File: config.mk
export PLATFORM = sky130hd
export DESIGN_NAME = video_window_calc
export DESIGN_NICKNAME = d
export VERILOG_FILES = /design/src/rtl/video_window_calc.sv
export SDC_FILE = /design/constraint.sdc
export NUM_CORES = 1
export LEC_CHECK = 0
export CORE_MARGIN = 4
export CORE_UTILIZATION = 62
export CTS_BUF_LIST = sky130_fd_sc_hd__clkbuf_2
export DETAILED_ROUTE_END_ITERATION = 7
export PLACE_DENSITY = 0.91
export SYNTH_ARGS = -nofsm -noshare
export SYNTH_HDL_FRONTEND = slang
export SYNTH_SLANG_ARGS = --single-unit
File: constraint.sdc
create_clock -name CLK_VIDEO -period 5.47 [get_ports CLK_VIDEO]
set_input_delay 1.094 -clock CLK_VIDEO [delete_from_list [all_inputs] [get_ports CLK_VIDEO]]
set_output_delay 1.094 -clock CLK_VIDEO [all_outputs]
set_load 0.01 [all_outputs]
File: src/rtl/video_window_calc.sv
// Centred output window from encoded aspect-ratio/size words and the HDMI resolution.
// Serial shift-add multiplier and restoring divider; recomputes whenever any input changes.
module video_window_calc #(
  parameter int unsigned MAX_LAT = 64
) (
  input  logic        CLK_VIDEO,
  input  logic        RESET,
  input  logic [11:0] HDMI_WIDTH,
  input  logic [11:0] HDMI_HEIGHT,
  input  logic [12:0] ARX,
  input  logic [12:0] ARY,
  output logic [11:0] HMIN,
  output logic [11:0] HMAX,
  output logic [11:0] VMIN,
  output logic [11:0] VMAX,
  output logic        VALID
);

  // Worst case: detect + START + 2 x (12 mul + 12 div) + CMP + CENTER, VALID on the next edge.
  localparam int unsigned CalcCycles = 52;

  if (CalcCycles > MAX_LAT) begin : g_lat_check
    $error("MAX_LAT is below the fixed computation latency");
  end

  typedef enum logic [3:0] {
    StIdle, StStart, StMul1, StDiv1, StCmp, StMul2, StDiv2, StCenter, StDone
  } state_e;

  state_e state_q, state_d;

  logic [11:0] snap_w_q, snap_h_q;
  logic [12:0] snap_arx_q, snap_ary_q;
  logic [3:0]  cnt_q;
  logic [23:0] prod_q, mcand_q;
  logic [11:0] mplier_q;
  logic [11:0] rem_q, dvd_q, quo_q;
  logic        sat_q;
  logic [11:0] w_q, h_q;
  logic [11:0] hmin_q, hmax_q, vmin_q, vmax_q;
  logic        valid_q;

  logic        in_change, zero_dim, abs_mode, ratio_deg, last_step;
  logic        take_snap, load_out;
  logic [23:0] prod_nx;
  logic [11:0] dvsr, rem_sub, rem_nx, quo_nx, quot_fin, quot_cur;
  logic [12:0] rem_sh;
  logic        div_ge, div_done;
  logic [11:0] abs_w, abs_h;
  logic [11:0] hspan, vspan, hmin_c, hmax_c, vmin_c, vmax_c;

  assign in_change = {HDMI_WIDTH, HDMI_HEIGHT, ARX, ARY} !=
                     {snap_w_q, snap_h_q, snap_arx_q, snap_ary_q};
  assign zero_dim  = (snap_w_q == 12'd0) || (snap_h_q == 12'd0);
  assign abs_mode  = snap_arx_q[12];
  assign ratio_deg = (snap_arx_q[11:0] == 12'd0) || (snap_ary_q[11:0] == 12'd0);
  assign last_step = (cnt_q == 4'd11);

  assign abs_w = ((snap_arx_q[11:0] == 12'd0) || (snap_arx_q[11:0] > snap_w_q)) ?
                 snap_w_q : snap_arx_q[11:0];
  assign abs_h = ((snap_ary_q[11:0] == 12'd0) || (snap_ary_q[11:0] > snap_h_q)) ?
                 snap_h_q : snap_ary_q[11:0];

  // Multiplier step
  assign prod_nx = mplier_q[0] ? (prod_q + mcand_q) : prod_q;

  // Pass 1 divides by ARY, pass 2 by ARX; the divisor is also needed at the end of each MUL.
  assign dvsr = ((state_q == StMul1) || (state_q == StDiv1)) ? snap_ary_q[11:0] :
                                                               snap_arx_q[11:0];
  assign rem_sh   = {rem_q, dvd_q[11]};
  assign div_ge   = rem_sh >= {1'b0, dvsr};
  assign rem_sub  = rem_sh[11:0] - dvsr;
  assign rem_nx   = div_ge ? rem_sub : rem_sh[11:0];
  assign quo_nx   = {quo_q[10:0], div_ge};
  assign div_done = sat_q || last_step;
  assign quot_fin = sat_q ? 12'hfff : quo_nx;
  assign quot_cur = sat_q ? 12'hfff : quo_q;

  assign hspan  = snap_w_q - w_q;
  assign vspan  = snap_h_q - h_q;
  assign hmin_c = hspan >> 1;
  assign vmin_c = vspan >> 1;
  assign hmax_c = hmin_c + w_q - 12'd1;
  assign vmax_c = vmin_c + h_q - 12'd1;

  always_ff @(posedge CLK_VIDEO) begin
    if (RESET) begin
      state_q <= StIdle;
    end else begin
      state_q <= state_d;
    end
  end

  always_comb begin
    state_d = state_q;
    unique case (state_q)
      StIdle:   state_d = StStart;
      StStart:  state_d = (zero_dim || abs_mode || ratio_deg) ? StCenter : StMul1;
      StMul1:   if (last_step) state_d = StDiv1;
      StDiv1:   if (div_done) state_d = StCmp;
      StCmp:    state_d = (quot_cur <= snap_w_q) ? StCenter : StMul2;
      StMul2:   if (last_step) state_d = StDiv2;
      StDiv2:   if (div_done) state_d = StCenter;
      StCenter: state_d = StDone;
      StDone:   state_d = StDone;
      default:  state_d = StIdle;
    endcase
    if ((state_q != StIdle) && in_change) state_d = StStart;
  end

  always_comb begin
    take_snap = (state_q == StIdle) || in_change;
    load_out  = (state_q == StCenter) && !in_change;
  end

  always_ff @(posedge CLK_VIDEO) begin
    if (RESET) begin
      snap_w_q   <= '0;
      snap_h_q   <= '0;
      snap_arx_q <= '0;
      snap_ary_q <= '0;
      cnt_q      <= '0;
      prod_q     <= '0;
      mcand_q    <= '0;
      mplier_q   <= '0;
      rem_q      <= '0;
      dvd_q      <= '0;
      quo_q      <= '0;
      sat_q      <= 1'b0;
      w_q        <= '0;
      h_q        <= '0;
      hmin_q     <= '0;
      hmax_q     <= '0;
      vmin_q     <= '0;
      vmax_q     <= '0;
      valid_q    <= 1'b0;
    end else begin
      if (take_snap) begin
        snap_w_q   <= HDMI_WIDTH;
        snap_h_q   <= HDMI_HEIGHT;
        snap_arx_q <= ARX;
        snap_ary_q <= ARY;
        valid_q    <= 1'b0;
      end
      case (state_q)
        StStart: begin
          cnt_q    <= '0;
          prod_q   <= '0;
          mcand_q  <= {12'd0, snap_h_q};
          mplier_q <= snap_arx_q[11:0];
          if (abs_mode) begin
            w_q <= abs_w;
            h_q <= abs_h;
          end else begin
            w_q <= snap_w_q;
            h_q <= snap_h_q;
          end
        end
        StMul1, StMul2: begin
          prod_q   <= prod_nx;
          mcand_q  <= mcand_q << 1;
          mplier_q <= mplier_q >> 1;
          cnt_q    <= cnt_q + 4'd1;
          if (last_step) begin
            // High half >= divisor means the quotient needs more than 12 bits: saturate.
            cnt_q <= '0;
            rem_q <= prod_nx[23:12];
            dvd_q <= prod_nx[11:0];
            quo_q <= '0;
            sat_q <= prod_nx[23:12] >= dvsr;
          end
        end
        StDiv1, StDiv2: begin
          rem_q <= rem_nx;
          dvd_q <= dvd_q << 1;
          quo_q <= quo_nx;
          cnt_q <= cnt_q + 4'd1;
          if ((state_q == StDiv2) && div_done) begin
            h_q <= (quot_fin > snap_h_q) ? snap_h_q : quot_fin;
          end
        end
        StCmp: begin
          cnt_q    <= '0;
          prod_q   <= '0;
          mcand_q  <= {12'd0, snap_w_q};
          mplier_q <= snap_ary_q[11:0];
          if (quot_cur <= snap_w_q) begin
            w_q <= quot_cur;
            h_q <= snap_h_q;
          end else begin
            w_q <= snap_w_q;
          end
        end
        default: ;
      endcase
      if (load_out) begin
        valid_q <= 1'b1;
        if (zero_dim) begin
          hmin_q <= '0;
          hmax_q <= '0;
          vmin_q <= '0;
          vmax_q <= '0;
        end else begin
          hmin_q <= hmin_c;
          hmax_q <= hmax_c;
          vmin_q <= vmin_c;
          vmax_q <= vmax_c;
        end
      end
    end
  end

  assign HMIN  = hmin_q;
  assign HMAX  = hmax_q;
  assign VMIN  = vmin_q;
  assign VMAX  = vmax_q;
  assign VALID = valid_q;

endmodule

==> impl_results.md <==
* YS warnings at 0
* Minimum clock period at between 5000 and 6000 ps
* Hold Path Stages at 2
* Hold_ws at 453.1 ps
* Startpoint types: flip-flop
* RePlAce Congestion at 1.055
* Worst vdd ir at between 0.3 and 0.4 mV
* Initial antenna violation count at 1
* R2R setup slack at between 400 and 500 ps
* Number of synthesized flops with an enable pin at 0
* Post-synth cell types at 85
* Lkg Pwr at 7.164 nW
* Maximum buffer depth of the clock tree at 3
* Relative slew slack at a little over an eighth
* Final setup violation count at 0
* Max-slew violations at 0
* Crit Path Class: flip-flop to flip-flop
* Root Buffer: clkbuf_2
* First-pass DRT Iterations at 8
* Register Area at between 0.004 and 0.005 mm2
* Most common cell after layout, fill and taps aside: dfxtp_1
* Number of global-route vias before repair at approximately 15000
* Post-Layout Cell Count at about 2400
* Initial Util at 63.00%
* DRT antenna net count at 0
* GRT Util Overall at between 30% and 40%
* Worst Skew at roughly 35 ps
* Crit path required time at between 6000 and 7000 ps
* Num CTS Buffers at 56
* Post-layout util at ~70%
* Worst Hold Launch: HMIN[0]
* Die ar. at ~0.027 mm2
* Post-place setup slack at between 600 and 700 ps
* Pwr Total at just over 7 mW
* Total number of vias at around 15000
* Gate Count Post-Synth at around 1900
* Crit Reg-Reg Endpoint: h_q[7]
* Synthesized area per cell at around 8 um2
* Largest net degree at the start of global routing at 90
* Sequential area share after synthesis at between 20 and 30%
* Worst-path clk slew at approximately 100 ps
* Worst setup margin at ~460 ps
* Async set-or-reset flop fraction in the synthesized netlist at 0%
* Highest achievable clock rate at between 0.15 and 0.2 GHz
* Final period util at 91.66%
* CTS tree: yes
* P&R area growth vs syn at 11.43%
* R2R cell count at 20
* Inst Count DP at 2270
* Mean routed wirelength per cell at around 20 um
* Via/cell ratio at between 6 and 7
* Fraction of layout cells with a size suffix above 1 at 8.860%
* HPWL Detailed at roughly 36000 um
* Number of buffers added on ports at 98
* Critical Path Sink Type: flip-flop
* First-pass GRT wire length at ~76000 um
* Fillers at roughly 1900
* Commonest non-fill, non-tap cells in the layout: dfxtp_1, a21oi_1, nor2_1
* Num ports at between 100 and 150
* GRT Residual Overflow at 0
* Design Area, Final at between 0.015 and 0.02 mm2
* DR iter-0 viols at between 1000 and 1500
* PD cells at approximately 420 mW/mm2
* Reg-to-Reg Start: state_q[3]
* Clock Latency Late Sink at about 850 ps
* RSZ-0062 raised after global routing: no
* Die X at between 150 and 200 um
* Main synth FF type: dfxtp_1
* WHS Endpoint: HMIN[0]
* Setup_tns at 0 ps
* Arrival @ worst endpoint at ~5700 ps
* CP max FO at 17
* Site row count at 57
* Clk sinks at 226
* Area occupied by multi-input gates at 0.009945 mm2
* Synthesized area at approximately 0.015 mm2
* Die span in y at about 170 um
* Final nets at roughly 2200
* Post-route DRC at 0
* Worst Hold Class: flip-flop to flip-flop
* Final hold vios at 0
* Flops & latches, synth at about 230
* Routed Wire Length at between 40000 and 50000 um
* Cts repair resizes at 0
* H-tree levels at 2
* Core footprint at 0.02432 mm2
* Outcome: completed
* Dpl cell area at 0.01660 mm2
* Max_cap viols at 0
* Measured slew at the worst slew-check pin at between 1000 and 1500 ps
* Post CTS Setup Buffer Count at 0
* CTS Hold Buffers Added at 0
==> layer usage <==
metal	global-route usage, %	up-vias	routed length, um	part of all wire (%)
li1	-	7047	-	-
met1	43.82	7038	18830	39
met2	55.86	870	21370	44
met3	8.910	192	5409	11
met4	17.28	0	2599	5.4
met5	0	-	0	0
==> synth_stat cells (17+ instances only) <==
| cell type | number | area (um2) |
|---|---|---|
| nand4_1 | 27 | 168.9 |
| nand2_1 | 114 | 427.9 |
| a21oi_1 | 199 | 996.0 |
| ha_1 | 154 | 1927 |
| a31oi_1 | 23 | 143.9 |
| or2_2 | 22 | 137.6 |
| o21ai_0 | 59 | 295.3 |
| nor2b_1 | 63 | 394.1 |
| mux2i_1 | 25 | 250.2 |
| nor4_1 | 17 | 106.4 |
| nor3_1 | 57 | 285.3 |
| nand3_1 | 86 | 430.4 |
| dfxtp_1 | 226 | 4524 |
| xnor2_1 | 95 | 832.1 |
| nand2b_1 | 18 | 112.6 |
| inv_1 | 125 | 469.2 |
| clkbuf_1 | 80 | 300.3 |
| a211oi_1 | 27 | 202.7 |
| a221oi_1 | 24 | 210.2 |
| a21o_1 | 49 | 367.9 |
| xor2_1 | 20 | 175.2 |
| nor2_1 | 183 | 686.9 |
| a22oi_1 | 22 | 165.2 |
==> cell families (layout without fill, tap and decap cells) <==
family / Yosys count / after routing / share of synthesized area (%)
flip-flops: 226 / 226 / 29.53
buffers and inverters: 226 / 356 / 5.733
XOR/XNOR: 115 / 115 / 6.574
adder cells (fa/ha/maj): 160 / 160 / 13.30
AO/OA/AOI/OAI: 517 / 517 / 22.00
other: 1 / 3 / 0.02448
multiplexers: 39 / 39 / 2.834
AND/OR/NAND/NOR: 628 / 628 / 20.01
==> flip-flops by register name, summed over array words and instances (netlist names), 13 cells and up <==
name,flops
snap_arx_q,13
prod_q,24
mcand_q,24
snap_ary_q,13
==> final cells by class <==
cell class	instances	area share, %
multi-input cells	1461	58.25
flip-flops and latches	226	26.50
repair buffers	134	7.337
inverters	125	2.748
clock buffers	83	2.433
well taps	324	2.375
clock inverters	14	0.3371
diodes	1	0.01466
==> worst max-delay path, stage by stage (launching register included) <==
cell	delay [ps]
dfxtp_1	710
nor3b_2	90
buf_4	250
mux2i_1	190
ha_1	450
o21a_1	160
nor2_1	60
o31ai_2	350
nand3b_1	230
nand2_4	260
nor2_1	130
ha_1	220
nor2b_1	100
o21ai_0	80
nand2b_1	80
a21oi_1	60
o221a_2	300
or2_2	430
o21ai_0	340
a32oi_1	130
a221oi_1	290
==> how the worst max path moves through the flow <==
stage | start | end | cells after the start
floorplan | state_q[1] | h_q[4] | 25
global placement | state_q[3] | h_q[3] | 21
detailed placement | state_q[3] | h_q[1] | 20
CTS | state_q[3] | h_q[1] | 20
global route | state_q[3] | h_q[11] | 20
finish | state_q[3] | h_q[7] | 20
==> where the power goes <==
part | internal (mW) | total [mW] | leakage [nW] | switching (mW)
Clock | 0.401 | 1.10 | 0.368 | 0.702
Combinational | 1.65 | 4.07 | 4.95 | 2.42
Sequential | 1.81 | 1.97 | 1.84 | 0.160
Note: power is estimated with default switching activity, not from simulation.
